`config.mk`:
```
export PLATFORM = sky130hd
export DESIGN_NAME = word_serializer
export DESIGN_NICKNAME = d
export VERILOG_FILES = /design/src/rtl/word_serializer.sv
export SDC_FILE = /design/constraint.sdc
export NUM_CORES = 1
export LEC_CHECK = 0
export BUFFER_PORTS_ARGS = -buffer_cell sky130_fd_sc_hd__buf_2
export CORE_UTILIZATION = 55
export CTS_BUF_LIST = sky130_fd_sc_hd__clkbuf_8 sky130_fd_sc_hd__clkbuf_16
export CTS_CLUSTER_SIZE = 10
export DETAILED_ROUTE_END_ITERATION = 7
export PLACE_DENSITY = 0.85
export SLEW_MARGIN = 20
export SYNTH_ARGS = -nofsm -noshare
export SYNTH_HDL_FRONTEND = slang
export SYNTH_SLANG_ARGS = --single-unit
```
`constraint.sdc`:
```
create_clock -name c -period 2.2 [get_ports c]
set_input_delay 0.22 -clock c [delete_from_list [all_inputs] [get_ports c]]
set_output_delay 0.22 -clock c [all_outputs]
set_load 0.01 [all_outputs]
```
`src/rtl/word_serializer.sv`:
```
// word_serializer: parallel-in, serial-out unloader. Accepts a WIDTH-bit word on an
// accepted load strobe and shifts it out MSB-first, one bit per enabled clock, with
// complementary outputs. All outputs come straight from flops.
// Optional feature macro: SERIALIZER_PARITY_EN appends an even-parity bit after the LSB.
module word_serializer #(
  parameter int unsigned WIDTH = 8
) (
  input  logic             c,
  input  logic             r,
  input  logic             l,
  input  logic [WIDTH-1:0] d,
  input  logic             e,
  output logic             ld_ready,
  output logic             q,
  output logic             qn,
  output logic             q_valid,
  output logic             last,
  output logic             done
);

`ifdef SERIALIZER_PARITY_EN
  localparam int unsigned FRAME = WIDTH + 1;
`else
  localparam int unsigned FRAME = WIDTH;
`endif
  localparam int unsigned CW = $clog2(WIDTH + 2);
  localparam logic [CW-1:0] LastIdx = CW'(FRAME - 1);

  typedef enum logic [1:0] {
    StIdle,
    StShift,
    StDone
  } state_e;

  state_e           state_q, state_d;
  logic [FRAME-1:0] sr_q, sr_d;
  logic [CW-1:0]    cnt_q, cnt_d;
  logic [FRAME-1:0] load_word;

  logic q_q, q_d;
  logic qn_q, qn_d;
  logic q_valid_q, q_valid_d;
  logic last_q, last_d;
  logic done_q, done_d;
  logic ld_ready_q, ld_ready_d;

  // Word as it will be shifted: data MSB first, parity (if enabled) in the final slot.
`ifdef SERIALIZER_PARITY_EN
  assign load_word = {d, ^d};
`else
  assign load_word = d;
`endif

  // Next-state logic for the frame FSM, shift register and bit counter.
  always_comb begin
    state_d = state_q;
    sr_d    = sr_q;
    cnt_d   = cnt_q;
    unique case (state_q)
      StIdle: begin
        if (l) begin
          sr_d    = load_word;
          cnt_d   = '0;
          state_d = StShift;
        end
      end
      StShift: begin
        // l is ignored here; e=0 holds everything so q stays stable.
        if (e) begin
          sr_d  = {sr_q[FRAME-2:0], 1'b0};
          cnt_d = cnt_q + CW'(1);
          if (cnt_q == LastIdx) begin
            state_d = StDone;
          end
        end
      end
      StDone: begin
        // A load here wins over e, giving back-to-back frames.
        if (l) begin
          sr_d    = load_word;
          cnt_d   = '0;
          state_d = StShift;
        end else begin
          state_d = StIdle;
        end
      end
      default: begin
        state_d = StIdle;
      end
    endcase
  end

  // Outputs are decoded from the next state so they can be registered without extra latency.
  always_comb begin
    q_valid_d  = (state_d == StShift);
    q_d        = q_valid_d & sr_d[FRAME-1];
    qn_d       = ~q_d;
    last_d     = q_valid_d && (cnt_d == LastIdx);
    done_d     = (state_d == StDone);
    ld_ready_d = (state_d != StShift);
  end

  // State and output registers; asynchronous reset aborts any frame in progress.
  always_ff @(posedge c or posedge r) begin
    if (r) begin
      state_q    <= StIdle;
      sr_q       <= '0;
      cnt_q      <= '0;
      q_q        <= 1'b0;
      qn_q       <= 1'b1;
      q_valid_q  <= 1'b0;
      last_q     <= 1'b0;
      done_q     <= 1'b0;
      ld_ready_q <= 1'b1;
    end else begin
      state_q    <= state_d;
      sr_q       <= sr_d;
      cnt_q      <= cnt_d;
      q_q        <= q_d;
      qn_q       <= qn_d;
      q_valid_q  <= q_valid_d;
      last_q     <= last_d;
      done_q     <= done_d;
      ld_ready_q <= ld_ready_d;
    end
  end

  assign q        = q_q;
  assign qn       = qn_q;
  assign q_valid  = q_valid_q;
  assign last     = last_q;
  assign done     = done_q;
  assign ld_ready = ld_ready_q;

endmodule

```
Word level (Yosys, flattened, before mapping). Cells that the tools add are included.

$add $sub $neg: 1. Multipliers: 0. Div/mod/pow operators: 0. Magnitude comparators: 0. Equal/unequal tests: 9. Shifts and indexed selects: 0. Mux-type cells: 11. Bitwise gates (word level): 2. Reduce and logical (&&, ||, !) cells: 5.

Operators with widths (count): 8-bit two-way mux (2); 8-bit one-hot mux with 2 select lines (1); 4-bit by 3-bit == test with 1-bit output, second input constant (2); 4-bit two-way mux (2); 4-bit one-hot mux with 2 select lines (1); 2-bit two-way mux (3); 2-bit one-hot mux with 3 select lines (1); 4-bit by 1-bit adder with 4-bit output, second input constant (1); 2-bit by 1-bit == test with 1-bit output, second input constant (2); 2-bit == test, second input constant (2); 2-bit by 1-bit inequality test with 1-bit output, second input constant (2); 3-bit AND reduction (1); 2-bit zero test (1); 2-bit inequality test, second input constant (1); 2-bit nonzero test (1); 2-bit OR reduction (1); 1-bit bitwise AND (1); 1-bit logical AND (1); 1-bit two-way mux (1); 1-bit NOT (1).

Register bits: 20. Bits in latches: 0. Memory bits (writable): 0. Memory bits (read-only): 0. Bits of input ports: 12. Output and inout port bits: 6. Word-level logic and storage cells: 38. Memories: 0.

Depth between registers and ports, before layout.
Word-level depth: 7. Gate-level depth with buffers: 6. Gate-level depth less buffers: 5.

Worst setup path after synthesis. Ideal clock, no wire load.

Path type: register -> register. Start: reg state_q[0]. End: reg q_q (netlist: q). Arrival: 1329 ps. Data required time: 2081 ps. Slack: 752 ps. Stages on the path, launching flop included: 7. Clock period less this slack: 1448 ps. Cells stage by stage: dfrtp_1 > buf_2 > and3b_1 > buf_6 > a22o_1 > a21o_1 > and2_1.

RTL lines: start: declaration (line 35) `state_e state_q, state_d;`; start signal: assignment (line 106) `state_q <= StIdle;`; start signal: assignment (line 116) `state_q <= state_d;`; 2-bit == test or 2-bit zero test (tied branches) (line 59) `unique case (state_q)`; 2-bit OR reduction (no line); 8-bit one-hot mux with 2 select lines (*) (line 59); named net sr_d[7] (line 36) `logic [FRAME-1:0] sr_q, sr_d;`; 1-bit bitwise AND (*) (line 96) `q_d = q_valid_d & sr_d[FRAME-1];`; named net q_d (line 40) `logic q_q, q_d;`; end signal: assignment (line 119) `q_q <= q_d;`; end: declaration (line 40).

The timed path passes the listed nets; every way through them passes the cells marked *. A chain may end at the register's enable or synchronous reset.

Worst setup path in the final report.
Start: reg state_q[0]. End: reg last_q (netlist: last).

Longest elaborated chain between the ends: 5.

RTL lines: 2-bit == test or 2-bit zero test (tied branches) (line 59); 2-bit OR reduction (no line); 4-bit one-hot mux with 2 select lines (*) (line 59); named net cnt_d[3] (line 37) `logic [CW-1:0] cnt_q, cnt_d;`; 4-bit by 3-bit == test with 1-bit output (*) (line 98) `last_d = q_valid_d && (cnt_d == LastIdx);`; 1-bit logical AND (*) (line 98); named net last_d (line 43) `logic last_q, last_d;`; end signal: assignment (line 122) `last_q <= last_d;`; end: declaration (line 43).

Marked as above.

==> flow_metrics.env <==
export IMPL_status="completed"
export IMPL_synth_most_common_cell="dfrtp_1"
export IMPL_vias=593
export IMPL_hold_violations=0
export IMPL_dp_cells=105
export IMPL_critPathLaunchType="flip-flop"
export IMPL_syn_inst=76
export IMPL_drtIter0Drc=15
export IMPL_syn_area_um2=870
export IMPL_max_slew_margin=0.526
export IMPL_start_util=0.629
export IMPL_setup_worst_path_end_class="flip-flop"
export IMPL_antenna_found_initial=0
export IMPL_grt_max_degree=21
export IMPL_placementRows=13
export IMPL_synth_nets=89
export IMPL_synth_edf_count=0
export IMPL_fin_setup_tns_ns=0
export IMPL_ir_worst_vdd_v=0.000820
export IMPL_power_leakage_nw=0.507
export IMPL_htreeDepth=1
export IMPL_port_buffers=17
export IMPL_yosys_top_cells_count="dfrtp_1, nand2_1, a22oi_1"
export IMPL_cts_buffer_depth=2
export IMPL_fmax_mhz=593
export IMPL_die_x_um=41.8
export IMPL_drc_errors=0
export IMPL_critical_path_max_fanout=11
export IMPL_critPathKind="flip-flop to flip-flop"
export IMPL_post_cts_buffers=0
export IMPL_grt_pass1_vias=630
export IMPL_grt_pass1_wl_mm=2.75
export IMPL_final_antenna_net_count=0
export IMPL_grt_overflow=0
export IMPL_antenna_cells=0
export IMPL_synth_cell_types=26
export IMPL_grt_busiest_layer="met2"
export IMPL_clockRootBuffer="clkbuf_8"
export IMPL_syn_to_final_growth_pct=14.2
export IMPL_finalNonFillerCells=108
export IMPL_io_pins=18
export IMPL_met3_usage=0.0348
export IMPL_setup_viol=0
export IMPL_slowest_stage="dfrtp_1"
export IMPL_cts_tree="done"
export IMPL_vias_per_cell=5.49
export IMPL_hold_class="primary input to asynchronous set/reset pin"
export IMPL_grt_usage=0.205
export IMPL_cts_clk_slew_worst_paths_ns=0.07
export IMPL_ys_top_cells_by_area="dfrtp_1, nand2_1, dfstp_2"
export IMPL_yosysWarnings=0
export IMPL_path_cells="and3b_1, nand4_1, mux2i_1, and4bb_1"
export IMPL_reg2reg_depth=4
export IMPL_slew_violations=0
export IMPL_cts_buffers=3
export IMPL_finClkSkew_ns=0.00155
export IMPL_ys_ff_latch=20
export IMPL_final_area_um2=993
export IMPL_die_area_um2=1740
export IMPL_post_cts_resized=0
export IMPL_async_flop_share=1.00
export IMPL_dp_hpwl_mm=1.06
export IMPL_holdBufCountCts=0
export IMPL_drv_cap=0
export IMPL_netlist_area_leader_share=0.518
export IMPL_fill_cells=95
export IMPL_power_density_nw_per_um2=1310
export IMPL_clk_latency_ns=0.25
export IMPL_yosysTopAreaCell="dfrtp_1"
export IMPL_die_h_um=41.8
export IMPL_drive_above_1_share=0.280
export IMPL_synth_seq_area_share=0.578
export IMPL_cp_required_ns=2.34
export IMPL_cts_sinks=20
export IMPL_avgSynthCellArea_um2=11.4
export IMPL_coreArea_um2=1380
export IMPL_finalCritPeriodShare=0.767
export IMPL_drt_first_pass_iters=4
export IMPL_fin_crit_ns=1.69
export IMPL_hold_ws_ns=0.0785
export IMPL_grtUsageMet2=0.338
export IMPL_drt_wl_total_mm=1.51
export IMPL_nNetsFinal=108
export IMPL_rsz0062_at_grt="false"
export IMPL_wl_per_cell_um=14.0
export IMPL_place_congestion=0.793
export IMPL_slowest_delay_ns=0.50
export IMPL_synth_flop_cell="dfrtp_1"
export IMPL_use_met1=0.270
export IMPL_tightestPinTransition_ns=0.710
export IMPL_placed_cell_area_um2=952
export IMPL_cp_arrival_ns=1.83
-- per-stage QoR --
| step | power (mW) | setup slack, ns | utilization |
|---|---|---|---|
| after floorplan | 0.973 | 0.752 | - |
| after global placement | 1.06 | 0.616 | 0.689 |
| after detailed placement | 1.08 | 0.541 | 0.689 |
| after CTS | 1.31 | 0.526 | 0.719 |
| after global routing | 1.38 | 0.394 | 0.719 |
| final | 1.30 | 0.512 | 0.719 |
-- state kept, by name (all words and copies together) (netlist names) --
signal    flops
q             1
cnt_q         4
q_valid       1
state_q       2
done          1
ld_ready      1
last          1
qn            1
sr_q          8
-- path summary, 6_finish.rpt --
check | start | end | slack (ns)
hold / removal | r | cnt_q[1]$_DFF_PP0_ | 0.08
min in group c | d[0] | sr_q[0]$_DFFE_PP0P_ | 0.18
setup / recovery | state_q[0]$_DFF_PP0_ | last$_DFF_PP0_ | 0.51
setup reg to reg | state_q[0]$_DFF_PP0_ | last$_DFF_PP0_ | 0.51
max in group asynchronous | r | sr_q[7]$_DFF_PP0_ | 1.67
hold reg to reg | sr_q[4]$_DFFE_PP0P_ | sr_q[4]$_DFFE_PP0P_ | 0.49
-- per-layer routing --
| metal | up-vias | wire length (um) |
|---|---|---|
| li1 | 298 | - |
| met1 | 277 | 697 |
| met2 | 16 | 724 |
| met3 | 2 | 76 |
| met4 | 0 | 12 |
| met5 | - | 0 |
-- layout by cell type (no fill, tap or decap) --
cell,synthesis,layout
dfrtp_1,18,18
nor2_1,1,1
a22oi_1,6,6
and2_1,1,1
nand2b_1,2,2
and3b_1,1,1
a22o_1,3,3
clkbuf_8,0,3
nand4b_1,2,2
nor3b_1,2,2
inv_1,4,4
and2b_1,1,1
nor2_2,1,1
dfstp_2,2,2
xnor2_1,2,2
buf_2,2,17
mux2i_1,1,1
a31o_2,2,2
ha_1,1,1
a21o_1,1,1
nand3b_1,1,1
o31ai_4,1,1
nand2_1,17,17
and4bb_1,1,1
o21ai_0,1,1
nand4_1,1,1
-- cell type report --
cell class | count | area (um^2) | area share
inverters | 4 | 15.0 | 0.0151
flip-flops and latches | 20 | 503 | 0.506
multi-input cells | 49 | 330 | 0.332
well taps | 15 | 18.8 | 0.0189
repair buffers | 17 | 85.1 | 0.0856
clock buffers | 3 | 41.3 | 0.0416
-- where the power goes --
part	internal, mW	switching, mW
clock	0.122	0.106
sequential	0.520	0.0996
combinational	0.216	0.236
total	0.857	0.442
-- worst max-delay path, delay by kind of cell (launching register included) --
kind | cells | cell delay (ns)
simple gates | 3 | 0.86
mux | 1 | 0.21
flops | 1 | 0.50
-- logic make-up (layout without fill, tap and decap cells) --
logic type	after synthesis	after routing	synth area share
xor gates and xnor gates	2	2	0.0201
buffers and inverters	7	24	0.0417
muxes	1	1	0.0115
and+or+nand+nor	31	31	0.193
DFF	20	20	0.578
adders and majority gates	1	1	0.0144
AOI/OAI and AO/OA	14	14	0.141
(Power assumes the default switching activity.)
